===== src/rtl/ball_flight.sv =====
// ball_flight
// Receiving end of the bowler's throw interface. It accepts one delivery,
// moves the ball once per frame tick, judges the batsman's swing timing and
// reports the outcome of the delivery to the scoring logic.
//
// Ports:
//   clock        in   system clock
//   reset        in   asynchronous active-high reset
//   tick         in   one-clock frame-rate enable pulse
//   gameOver     in   aborts a delivery and blocks new ones
//   throw        in   bowler delivery request (level)
//   dy, dx       in   vertical / horizontal speed in pixels per tick
//   swing        in   batsman swing button (level, already synchronised)
//   accept       out  one-clock pulse when a throw is latched
//   busy         out  delivery in progress (FLIGHT or HIT)
//   ball_x       out  ball x position
//   ball_y       out  ball y position (grows downward)
//   ball_visible out  ball should be drawn
//   result_valid out  one-clock pulse when runs/wicket are final
//   runs         out  runs scored (0,1,2,4,6)
//   wicket       out  batsman out
//
// HIT_X_LO+15 must stay below STUMP_X so a hit is always possible before
// the ball reaches the stumps.
module ball_flight #(
   parameter int X_START   = 16,
   parameter int Y_START   = 40,
   parameter int GROUND_Y  = 100,
   parameter int HIT_X_LO  = 120,
   parameter int STUMP_X   = 150,
   parameter int STUMP_TOP = 80,
   parameter int HIT_TICKS = 8
) (
   input  logic       clock,
   input  logic       reset,
   input  logic       tick,
   input  logic       gameOver,
   input  logic       throw,
   input  logic [3:0] dy,
   input  logic [3:0] dx,
   input  logic       swing,
   output logic       accept,
   output logic       busy,
   output logic [7:0] ball_x,
   output logic [6:0] ball_y,
   output logic       ball_visible,
   output logic       result_valid,
   output logic [2:0] runs,
   output logic       wicket
);

   typedef enum logic [1:0] {
      IDLE   = 2'd0,
      FLIGHT = 2'd1,
      HIT    = 2'd2,
      RESULT = 2'd3
   } state_t;

   localparam logic [7:0] LP_X_START   = 8'(X_START);
   localparam logic [6:0] LP_Y_START   = 7'(Y_START);
   localparam logic [7:0] LP_GROUND_Y  = 8'(GROUND_Y);
   localparam logic [7:0] LP_HIT_X_LO  = 8'(HIT_X_LO);
   localparam logic [7:0] LP_HIT_X_HI  = 8'(HIT_X_LO + 15);
   localparam logic [7:0] LP_STUMP_X   = 8'(STUMP_X);
   localparam logic [6:0] LP_STUMP_TOP = 7'(STUMP_TOP);
   localparam logic [7:0] LP_HIT_LAST  = 8'(HIT_TICKS - 1);

   state_t     r_state;
   logic [3:0] r_dx;
   logic [3:0] r_dy;
   logic [7:0] r_ballX;
   logic [6:0] r_ballY;
   logic       r_dirUp;
   logic       r_swingPrev;
   logic       r_swung;
   logic [7:0] r_hitCnt;
   logic       r_accept;
   logic       r_busy;
   logic       r_visible;
   logic       r_resultValid;
   logic [2:0] r_runs;
   logic       r_wicket;

   logic       w_swingFirst;
   logic       w_inWindow;
   logic       w_hitNow;
   logic [7:0] w_offset;
   logic [2:0] w_hitRuns;
   logic [7:0] w_nextX;
   logic [7:0] w_sumY;
   logic [6:0] w_nextY;
   logic       w_bounce;
   logic [7:0] w_backX;

   // Swing judgement uses the current (pre-tick) x, and only the first
   // rising edge of swing in a delivery is ever considered.
   assign w_swingFirst = swing & ~r_swingPrev & ~r_swung;
   assign w_inWindow   = (r_ballX >= LP_HIT_X_LO) && (r_ballX <= LP_HIT_X_HI);
   assign w_hitNow     = w_swingFirst & w_inWindow;
   assign w_offset     = r_ballX - LP_HIT_X_LO;

   // Quarter of the hit window selects the runs: early edge 1, sweet spots
   // 4 and 6, late edge 2.
   always_comb begin
      w_hitRuns = 3'd1;
      case (w_offset[3:2])
         2'd0: w_hitRuns = 3'd1;
         2'd1: w_hitRuns = 3'd4;
         2'd2: w_hitRuns = 3'd6;
         2'd3: w_hitRuns = 3'd2;
         default: w_hitRuns = 3'd1;
      endcase
   end

   // Next flight position; the y sum is taken 8 bits wide so a large dy
   // cannot wrap before the ground compare. After the bounce y only
   // decreases and is clamped at the top of the screen.
   assign w_nextX  = r_ballX + {4'b0, r_dx};
   assign w_sumY   = {1'b0, r_ballY} + {4'b0, r_dy};
   assign w_bounce = ~r_dirUp && (w_sumY >= LP_GROUND_Y);

   always_comb begin
      w_nextY = r_ballY;
      if (!r_dirUp) begin
         w_nextY = w_bounce ? LP_GROUND_Y[6:0] : w_sumY[6:0];
      end else if (r_ballY >= {3'b0, r_dy}) begin
         w_nextY = r_ballY - {3'b0, r_dy};
      end else begin
         w_nextY = 7'd0;
      end
   end

   // A struck ball travels back toward the bowler, stopping at x=0.
   assign w_backX = (r_ballX >= {4'b0, r_dx}) ? (r_ballX - {4'b0, r_dx}) : 8'd0;

   // Delivery state machine. All outputs are registered here; accept and
   // result_valid default low so they only ever pulse for one clock.
   always_ff @(posedge clock or posedge reset) begin
      if (reset) begin
         r_state       <= IDLE;
         r_dx          <= 4'd0;
         r_dy          <= 4'd0;
         r_ballX       <= LP_X_START;
         r_ballY       <= LP_Y_START;
         r_dirUp       <= 1'b0;
         r_swingPrev   <= 1'b0;
         r_swung       <= 1'b0;
         r_hitCnt      <= 8'd0;
         r_accept      <= 1'b0;
         r_busy        <= 1'b0;
         r_visible     <= 1'b0;
         r_resultValid <= 1'b0;
         r_runs        <= 3'd0;
         r_wicket      <= 1'b0;
      end else begin
         r_swingPrev   <= swing;
         r_accept      <= 1'b0;
         r_resultValid <= 1'b0;
         case (r_state)
            IDLE: begin
               if (throw && !gameOver && (dx != 4'd0)) begin
                  r_dx      <= dx;
                  r_dy      <= dy;
                  r_ballX   <= LP_X_START;
                  r_ballY   <= LP_Y_START;
                  r_dirUp   <= 1'b0;
                  r_swung   <= 1'b0;
                  r_runs    <= 3'd0;
                  r_wicket  <= 1'b0;
                  r_accept  <= 1'b1;
                  r_busy    <= 1'b1;
                  r_visible <= 1'b1;
                  r_state   <= FLIGHT;
               end
            end
            FLIGHT: begin
               if (gameOver) begin
                  r_busy    <= 1'b0;
                  r_visible <= 1'b0;
                  r_state   <= IDLE;
               end else begin
                  if (w_swingFirst) begin
                     r_swung <= 1'b1;
                  end
                  // A hit wins over a coincident tick: the ball turns
                  // around from where the swing met it.
                  if (w_hitNow) begin
                     r_runs   <= w_hitRuns;
                     r_wicket <= 1'b0;
                     r_hitCnt <= 8'd0;
                     r_state  <= HIT;
                  end else if (tick) begin
                     r_ballX <= w_nextX;
                     r_ballY <= w_nextY;
                     if (w_bounce) begin
                        r_dirUp <= 1'b1;
                     end
                     if (w_nextX >= LP_STUMP_X) begin
                        r_wicket      <= (w_nextY >= LP_STUMP_TOP);
                        r_runs        <= 3'd0;
                        r_busy        <= 1'b0;
                        r_visible     <= 1'b0;
                        r_resultValid <= 1'b1;
                        r_state       <= RESULT;
                     end
                  end
               end
            end
            HIT: begin
               if (gameOver) begin
                  r_busy    <= 1'b0;
                  r_visible <= 1'b0;
                  r_state   <= IDLE;
               end else if (tick) begin
                  r_ballX <= w_backX;
                  if (r_hitCnt == LP_HIT_LAST) begin
                     r_busy        <= 1'b0;
                     r_visible     <= 1'b0;
                     r_resultValid <= 1'b1;
                     r_state       <= RESULT;
                  end else begin
                     r_hitCnt <= r_hitCnt + 8'd1;
                  end
               end
            end
            RESULT: begin
               r_state <= IDLE;
            end
            default: begin
               r_state <= IDLE;
            end
         endcase
      end
   end

   assign accept       = r_accept;
   assign busy         = r_busy;
   assign ball_x       = r_ballX;
   assign ball_y       = r_ballY;
   assign ball_visible = r_visible;
   assign result_valid = r_resultValid;
   assign runs         = r_runs;
   assign wicket       = r_wicket;

endmodule


===== config.mk =====
export PLATFORM = sky130hd
export DESIGN_NAME = ball_flight
export DESIGN_NICKNAME = d
export VERILOG_FILES = /design/src/rtl/ball_flight.sv
export SDC_FILE = /design/constraint.sdc
export NUM_CORES = 1
export LEC_CHECK = 0
export CAP_MARGIN = 25
export CORE_ASPECT_RATIO = 1.25
export CORE_MARGIN = 2
export CORE_UTILIZATION = 40
export CTS_BUF_LIST = sky130_fd_sc_hd__clkbuf_8
export CTS_CLUSTER_DIAMETER = 120
export DETAILED_ROUTE_END_ITERATION = 8
export GPL_ROUTABILITY_DRIVEN = 0
export GPL_TIMING_DRIVEN = 0
export PLACE_DENSITY = 0.63
export SETUP_SLACK_MARGIN = 0.3
export SYNTH_ARGS = -nofsm -noshare
export SYNTH_HDL_FRONTEND = slang
export SYNTH_SLANG_ARGS = --single-unit

===== constraint.sdc =====
create_clock -name clock -period 2.88 [get_ports clock]
set_clock_uncertainty 0.1 [all_clocks]
set_input_delay 0.576 -clock clock [delete_from_list [all_inputs] [get_ports clock]]
set_output_delay 0.576 -clock clock [all_outputs]
set_load 0.02 [all_outputs]

# Yosys cells after proc, flatten, opt, wreduce, memory -nomap -nowiden

Cells that the tools add are included.

Register bits after elaboration: 43
Input port bits: 14
Output and inout bits: 23
Word-level logic and storage cells: 150

Add/sub/neg operators: 6
$lt $le $gt $ge: 7
Equal/unequal tests: 26
Muxes and demuxes: 71
Bitwise logic cells: 6
Reduce and logical (&&, ||, !) cells: 20

Operators by type and width:

| cell                                                               | count |
|---|---|
| 2-to-1 mux 8 bit                                                   | 12 |
| 2-to-1 mux 7 bit                                                   | 7 |
| 2-to-1 mux 1 bit                                                   | 28 |
| one-hot mux 8 bit (3 select lines)                                 | 1 |
| != test 3 bit (second input constant)                              | 7 |
| != test 2 bit (second input constant)                              | 10 |
| greater-or-equal comparator 8 x 7 -> 1 bit (second input constant) | 2 |
| 2-to-1 mux 2 bit                                                   | 8 |
| one-hot mux 8 bit (2 select lines)                                 | 1 |
| 2-to-1 mux 3 bit                                                   | 5 |
| AND reduction 5 bit                                                | 3 |
| one-hot mux 7 bit (2 select lines)                                 | 1 |
| AND reduction 7 bit                                                | 2 |
| one-hot mux 3 bit (4 select lines)                                 | 1 |
| AND reduction 6 bit                                                | 2 |
| adder 7 x 4 -> 8 bit                                               | 1 |
| adder 8 x 1 -> 8 bit (second input constant)                       | 1 |
| adder 8 x 4 -> 8 bit                                               | 1 |
| == test 2 bit (second input constant)                              | 4 |
| == test 8 x 3 -> 1 bit (second input constant)                     | 1 |
| greater-or-equal comparator 8 x 4 -> 1 bit                         | 1 |
| greater-or-equal comparator 8 bit (second input constant)          | 1 |
| less-or-equal comparator 8 bit (second input constant)             | 1 |
| != test 4 bit (second input constant)                              | 2 |
| 20 further kinds                                                   | 33 |

# Depth between registers and ports, before layout

Gate-level depths: netlist (run 1).

Word-level depth: 11
Depth in mapped cells: 11
Depth with buffers taken out: 11

# Worst setup path before layout (run 1)

OpenSTA, ideal clock, no wires.

Path type: register -> register
Start point: reg r_ballX[0] (netlist: ball_x[0])
End point: reg r_state[1]
Setup time: 0.063 ns
Arrival time: 2.663 ns
Data required time: 2.717 ns
Setup slack: 0.054 ns
Cell stages (with the launch flop): 10
Path buffers: 0
Period minus slack after synthesis: 2.826 ns
Cells stage by stage: dfrtp_1 ha_1 fa_1 xnor2_1 a221oi_1 a41o_2 a41oi_1 o221a_2 o31ai_1 a21bo_2

Cells in the longest elaborated chain, start to end: 6
Elaborated cells on any way between the ends: 12
Those cells by class: add/sub (1); order compare (3); eq/ne (2); mux (3); bitwise (1); reduce/logical (2)

RTL lines:

| element                                                      | RTL line | RTL |
|---|---|---|
| start: declaration                                           | 71       | `logic [7:0] r_ballX;` |
| start signal: assignment                                     | 193      | `r_ballX <= w_nextX;` |
| start signal: assignment                                     | 215      | `r_ballX <= w_backX;` |
| branches (longest 6 deep; another with adder 8 x 4 -> 8 bit) | n/a      |  |
| end signal: assignment                                       | 173      | `r_state <= FLIGHT;` |
| end signal: assignment                                       | 180      | `r_state <= IDLE;` |
| end signal: assignment                                       | 191      | `r_state <= HIT;` |
| end: declaration                                             | 68       | `state_t r_state;` |

Parallel ways; which one is timed is not known.
A chain may end at the register's enable or synchronous reset.

# Worst setup path in the final report (run 1)

Start point: reg r_dy[1]
End point: reg r_ballY[1] (netlist: ball_y[1])

Cells in the longest elaborated chain, start to end: 9
Elaborated cells on any way between the ends: 12
Those cells by class: add/sub (2); order compare (2); mux (7); reduce/logical (1)

RTL lines:

| element                                    | RTL line | RTL |
|---|---|---|
| start: declaration                         | 70       | `logic [3:0] r_dy;` |
| start signal: assignment                   | 163      | `r_dy <= dy;` |
| adder 7 x 4 -> 8 bit                       | 119      | `assign w_sumY = {1'b0, r_ballY} + {4'b0, r_dy};` |
| greater-or-equal comparator 8 x 7 -> 1 bit | 120      | `assign w_bounce = ~r_dirUp && (w_sumY >= LP_GROUND_Y);` |
| logical AND 1 bit                          | 120      |  |
| 2-to-1 mux 7 bit                           | 125      | `w_nextY = w_bounce ? LP_GROUND_Y[6:0] : w_sumY[6:0];` |
| 2-to-1 mux 7 bit (*)                       | 124      | `if (!r_dirUp) begin` |
| 2-to-1 mux 7 bit (*)                       | 192      | `end else if (tick) begin` |
| 2-to-1 mux 7 bit (*)                       | 187      | `if (w_hitNow) begin` |
| 2-to-1 mux 7 bit (*)                       | 177      | `if (gameOver) begin` |
| one-hot mux 7 bit (2 select lines) (*)     | 159      | `case (r_state)` |
| end signal: assignment                     | 194      | `r_ballY <= w_nextY;` |
| end: declaration                           | 72       | `logic [6:0] r_ballY;` |

Every way passes the cells marked *; elsewhere a longest branch is shown, timed or not. The select of a mux whose other input is x is not followed.

==> metrics, run 1 <==
status finished with violations; failing checks DRC; Tot Pwr 4697 uW; CTS H-tree depth 2; ys flop type dfrtp_1; Area contributors post-synth dfrtp_1 (30%), ha_1 (8.6%), inv_1 (3.7%), nand2_1 (3.6%), nor2_1 (3.1%); Seq cells post-synth 43; WL met2 between 4 and 5 mm; Die Wd between 80 and 90 um; Slew headroom 0.6523; crit end category flop; total grt overflow 0; Reg area 0.001089 mm^2; die area ~0.0091 mm^2; vias in the first global route slightly above 3,000; Post-Place Worst Slack -209.4 ps; pwr dens around 1000 mW/mm^2; die height between 100 and 150 um; Syn Nets ~420; WS Path Type reg2reg; clock share of power 0.087; Pre-Repair DR Iteration Count 7; switching power roughly 2200 uW; startpoint types flop; CP max stage delay ~420 ps; share of the synthesized area in the top cell type 0.2992; RSZ-0062 raised after global routing true; Initial Util 0.4083; area occupied by multi-input gates about 0.0024 mm^2; initial antenna violation count 0; via count 3,241; WL per Instance between 15 and 20 um; final setup margin 138.2 ps; Max Clock Freq roughly 360 MHz; clk root buf clkbuf_8; deepest clock path buffer count 2; ant diodes 0; Clk pin slew, worst setup/hold paths around 80 ps; Final ANT Viol Nets 0; sequential area share after synthesis 0.3227; layout cell share with drive strength beyond 1 0.2866; Final nets 504; vias per cell a little under 6; combinational share of power 0.710; Arr. time, crit path 2880 ps; Post-Syn Area between 0.003 and 0.004 mm^2; Clock Latency Late Sink around 300 ps; Area Overhead vs Synth 38.52%; clock buffer count from CTS 5; synth warn 0; required time worst endpoint around 3000 ps; drc violations 2; Fillers about 720; GRT Total Usage 0.2011; first-pass GRT wire length about 15 mm; min Tclk post-route 2742 ps; total clock sinks 43; Post-Syn Instances 380; LEAKAGE approximately 0.0020 uW; worst-path maximum fanout 4; pin count of the biggest net entering global routing 40; fin crit share 0.9520; Routed WL about 9.3 mm; metal3 WL between 200 and 300 um; CP max-delay cell or4_1; initial detailed-routing violation count between 150 and 200; # port buffers 36; EDFF count, synth 0; detailed placement HPWL between 6 and 7 mm; met1 WL 3.820 mm; critical path, cell by cell inv_1, ha_1, nor3b_4, o31a_1, a221oi_4, a211oi_2, mux2i_2, or4_1, nand2_1; Core ar. 0.008194 mm^2; standard-cell rows 37; Highest Signal Layer met4; Worst-Margin Slew 517.6 ps; Slew Viols, Final 0; area leader, netlist dfrtp_1; IO Pins 37; Flop pwr share 0.203; Avg Inst Size Synth between 8 and 9 um^2; CTS tree done; switching share of power 0.4746; Yosys cell types 70; type of the tightest min-delay check in2async; ys async rst share 1.000; worst vdd ir about 0.53 mV; Final Hold Vio Count 0; # setup viols final 0; max cap viols 0; post-cts hold buffer count 0; Pint roughly 2500 uW
[routing by layer]
layer  GRT usage  vias up
met4     0.07029        0
met1      0.2469     1577
met5           0        -
met2      0.3577       82
met3     0.02640       25
li1            -     1557
[synthesized netlist by cell type, types with 6 or more instances]
cell type and instances:
nand3_1 9, o31ai_1 8, nand4_1 8, a21o_1 6, nor3_1 7, and3_1 7
o21ai_0 19, a31oi_1 8, xnor2_1 7, a21oi_1 16, dfrtp_1 40, ha_1 23
xor2_1 10, inv_1 33, nor2_1 28, clkbuf_1 9, nor2b_1 6, nand2_1 32
[flip-flops by register name (all words and copies together) (netlist names)]
| name | cells |
|---|---|
| ball_x | 8 |
| r_hitCnt | 8 |
| ball_y | 7 |
| r_dx | 4 |
| r_dy | 4 |
| runs | 3 |
| r_state | 2 |
| accept | 1 |
| ball_visible | 1 |
| r_dirUp | 1 |
| r_swingPrev | 1 |
| r_swung | 1 |
| result_valid | 1 |
| wicket | 1 |
[worst max-delay path, delay by kind of cell (launching register included)]
kind | cells | cell delay (ps)
simple gates | 3 | 830
compound gates | 3 | 700
fa+ha+maj | 1 | 310
flops | 1 | 390
mux | 1 | 180
buf+inv | 1 | 170
[final timing paths]
check                              from        end  slack [ps]  depth (start not counted)
worst max register to register  r_dy[1]  ball_y[1]         140                          9
worst max-delay path            r_dy[1]  ball_y[1]         140                          9
min in group clock              runs[2]    runs[2]         400                          1
worst min-delay path              reset    r_dy[2]         360                          2
worst min register to register  runs[2]    runs[2]         400                          1
max in group asynchronous         reset  ball_y[5]        1810                          3
[logic make-up (layout without fill, tap and decap cells)]
logic type               after synthesis  in the layout  share of synthesized area
XOR/XNOR                              17             17                    0.04450
AND/OR/NAND/NOR                      123            123                     0.1933
AO/OA/AOI/OAI                        111            111                     0.2401
buffers and inverters                 51            135                    0.06357
flip-flops                            43             43                     0.3227
multiplexers                           8              8                    0.02580
adder cells (fa/ha/maj)               27             27                     0.1099
[what timing repair did]
action / in CTS / in global routing
endpoints found under the setup margin: 31 / 32
buffers inserted: 16 / 23
pin swaps: 13 / 23
resized for setup: 45 / 20
hold endpoints to repair: 0 / 0
[final cells by class]
type                            count  area share
Inverter                           34     0.02754
Clock inverter                      2    0.001890
Clock buffer                        6     0.01782
Multi-Input combinational cell    286      0.5192
Sequential cell                    43      0.2349
Timing Repair Buffer               76      0.1509
Buffer                             17     0.02160
Tap cell                           97     0.02619
[power by group through the flow]
stage	logic [uW]	clock network, uW	registers [uW]
5_1_grt	3620	448	979
3_5_place_dp	2510	0	975
6_report	3340	407	955
2_1_floorplan	1800	0	1000
4_1_cts	2980	420	948
3_3_place_gp	2470	0	964
[metrics by stage]
stage               hold WS, ps  utilization  instance area (um^2)  cells  TNS (ps)
global placement          378.3       0.4778                  3915    513     -1579
floorplan                 364.1            -                  3433    380         0
finish                    364.3       0.5656                  4634    561         0
detailed placement        380.5       0.4802                  3935    514     -1649
CTS                       364.6       0.5341                  4377    538         0
global route              353.8       0.5656                  4634    561         0
[cells in the final DEF, fill, tap and decap left out, types with 7 or more instances in the layout]
cell type / count
a21oi_1: 14
xor2_1: 9
clkdlybuf4s50_1: 35
buf_4: 38
nand4_1: 8
clkbuf_1: 9
dfrtp_2: 7
ha_1: 17
nor2_1: 27
dfrtp_1: 33
nand2_1: 30
inv_1: 27
nand3_1: 9
and3_1: 7
a31oi_1: 7
o21ai_0: 14
inv_2: 8
Note: power is estimated with default switching activity, not from simulation.
==> run 2: changes to the inputs <==
--- a/config.mk
+++ b/config.mk
@@ -8,14 +8,15 @@
 export CAP_MARGIN = 25
 export CORE_ASPECT_RATIO = 1.25
 export CORE_MARGIN = 2
-export CORE_UTILIZATION = 40
+export CORE_UTILIZATION = 53
 export CTS_BUF_LIST = sky130_fd_sc_hd__clkbuf_8
 export CTS_CLUSTER_DIAMETER = 120
 export DETAILED_ROUTE_END_ITERATION = 8
 export GPL_ROUTABILITY_DRIVEN = 0
 export GPL_TIMING_DRIVEN = 0
-export PLACE_DENSITY = 0.63
+export PLACE_DENSITY = 0.8
 export SETUP_SLACK_MARGIN = 0.3
+export SLEW_MARGIN = 20
 export SYNTH_ARGS = -nofsm -noshare
 export SYNTH_HDL_FRONTEND = slang
 export SYNTH_SLANG_ARGS = --single-unit
==> run 2 against run 1 <==
The run now ends clean. Register-to-register slack hardly changed. Global-route usage increased by 7.6 points. Die area is 24% lower. Hold slack better by 51 ps. Utilization increased by 19 points. Critical path depth increased by 1. Cell area fell by 0.24%. Cell count fell by 2.7%. First-iteration DRC count rose by 68%. Largest power group unchanged.
==> metrics, run 2 (same netlist as run 1, synthesis figures left out) <==
pin count of the biggest net entering global routing 24 (was 40); most common cell after layout, fill and taps aside clkdlybuf4s50_1 (was buf_4); Clk pin slew, worst setup/hold paths 90 ps (was 80 ps); total grt overflow 0 (unchanged); Worst-Margin Slew 697.9 ps (was 517.6 ps); total clock sinks 43 (unchanged); startpoint types flop (unchanged); # setup viols final 0 (unchanged); Area Overhead vs Synth 38.18% (was 38.52%); WL per Instance 17.83 um (was 16.54 um); Max Clock Freq 363.8 MHz (was 364.7 MHz); Arr. time, crit path 2890 ps (was 2880 ps); Pre-Repair DR Iteration Count 5 (was 7); max cap viols 0 (unchanged); crit end category flop (unchanged); setup TNS 0 ps (unchanged); vias in the first global route 3,169 (was 3,108); die area 0.006968 mm^2 (was 0.009116 mm^2); clock share of power 0.101 (was 0.087); pwr dens 1031 mW/mm^2 (was 1013 mW/mm^2); most frequent CP cell inv_2; Slew headroom 0.5312 (was 0.6523); # port buffers 36 (unchanged); Final nets 501 (was 504); final setup margin 131.5 ps (was 138.2 ps); CP max-delay cell dfrtp_2 (was or4_1); switching power 2272 uW (was 2229 uW); Final Hold Vio Count 0 (unchanged); placed cell count 502 (was 514); clk root buf clkbuf_8 (unchanged); drc violations 0 (was 2); detailed placement HPWL 6.644 mm (was 6.453 mm); fin crit share 0.9543 (was 0.9520); worst-path maximum fanout 3 (was 4); status completed (was finished with violations); via count 3,369 (was 3,241); critical path, cell by cell inv_2, ha_4, inv_2, fa_2, a21o_1, a2111o_1, or3b_1, a311o_1, nor2_1, a22o_1 (was inv_1, ha_1, nor3b_4, o31a_1, a221oi_4, a211oi_2, mux2i_2, or4_1, nand2_1); clock buffer count from CTS 5 (unchanged); IO Pins 37 (unchanged); ant diodes 0 (unchanged); type of the tightest min-delay check reg2reg (was in2async); Clock Latency Late Sink 300 ps (about the same); vias per cell 6.170 (was 5.777); Core ar. 0.006126 mm^2 (was 0.008194 mm^2); CTS tree done (unchanged); post-cts hold buffer count 0 (unchanged); min Tclk post-route 2748 ps (was 2742 ps); CTS H-tree depth 2 (unchanged); Crit path buffers/inverters 2 (was 1); Fillers 416 (was 722); initial antenna violation count 0 (unchanged); Die Wd 75.07 um (was 85.80 um); GRT Total Usage 0.2773 (was 0.2011); Pint 2496 uW (was 2468 uW); worst vdd ir 0.6791 mV (was 0.5307 mV); CP max stage delay 430 ps (was 420 ps); fin cells 546 (was 561); Routed WL 9.733 mm (was 9.279 mm); combinational share of power 0.697 (was 0.710); required time worst endpoint 3020 ps (about the same); Initial Util 0.5462 (was 0.4083); standard-cell rows 32 (was 37); deepest clock path buffer count 2 (unchanged); Tot Pwr 4767 uW (was 4697 uW); Flop pwr share 0.202 (was 0.203); Slew Viols, Final 0 (unchanged); switching share of power 0.4765 (was 0.4746); Post-Place Worst Slack -167.3 ps (was -209.4 ps); WS Path Type reg2reg (unchanged); Final ANT Viol Nets 0 (unchanged); LEAKAGE 0.002019 uW (was 0.002030 uW); layout cell share with drive strength beyond 1 0.2885 (was 0.2866); initial detailed-routing violation count 258 (was 154); CP delay by family, top compound AO/OA/AOI/OAI gates (was simple AND/OR/NAND/NOR gates); die height 92.83 um (was 106.3 um); first-pass GRT wire length 15.00 mm (was 14.77 mm); RSZ-0062 raised after global routing true (unchanged); most frequent cells in the layout clkdlybuf4s50_1 (35), buf_4 (33), dfrtp_1 (33) (was buf_4 (38), clkdlybuf4s50_1 (35), dfrtp_1 (33))
-- run 2: final cells by class --
cell class | count | area [um^2] | share of cell area
flip-flops and latches | 43 | 1089 | 0.2355
repair buffers | 73 | 679.4 | 0.1470
clock inverters | 3 | 43.79 | 0.009472
plain buffers | 17 | 105.1 | 0.02273
well taps | 85 | 106.4 | 0.02300
clock buffers | 5 | 68.82 | 0.01488
inverters | 34 | 127.6 | 0.02760
multi-input cells | 286 | 2404 | 0.5199
-- run 2: routing by layer --
layer / global-route usage / vias to the layer above / wire length [um]
met3: 0.03700 / 40 / 466
met5: 0 / - / 0
met1: 0.3259 / 1637 / 3782
met2: 0.4912 / 148 / 5149
li1: - / 1544 / -
met4: 0.1146 / 0 / 334
-- run 2: power by group through the flow --
stage               Sequential [uW]  Combinational [uW]  Clock (uW)
floorplan                      1000                1800           0
global placement                967                2430           0
detailed placement              978                2530           0
CTS                             955                2920         484
global route                    978                3590         513
finish                          961                3320         483
-- run 2: metrics by stage --
stage / util / hold slack [ps] / cell area (um^2)
final: 0.7547 / 415.7 / 4623
after global routing: 0.7547 / 436.7 / 4623
after CTS: 0.7024 / 401.9 / 4303
after detailed placement: 0.6411 / 377.7 / 3928
after global placement: 0.6366 / 376.4 / 3900
after floorplan: - / 364.1 / 3433
-- run 2: worst paths after layout --
path,startpoint,endpoint,slack [ps],cells past startpoint
worst max register to register,ball_y[0],wicket,130,10
max in group asynchronous,reset,ball_y[5],1600,3
worst max-delay path,ball_y[0],wicket,130,10
min in group asynchronous,reset,r_dy[1],500,2
worst min register to register,runs[1],runs[1],420,1
worst min-delay path,runs[1],runs[1],420,1
-- run 2: what timing repair did --
action,CTS,global route
pin swaps,18,21
hold endpoints to repair,0,0
buffers inserted,11,24
setup endpoints to repair,31,32
resized for setup,37,34
cloned,0,1
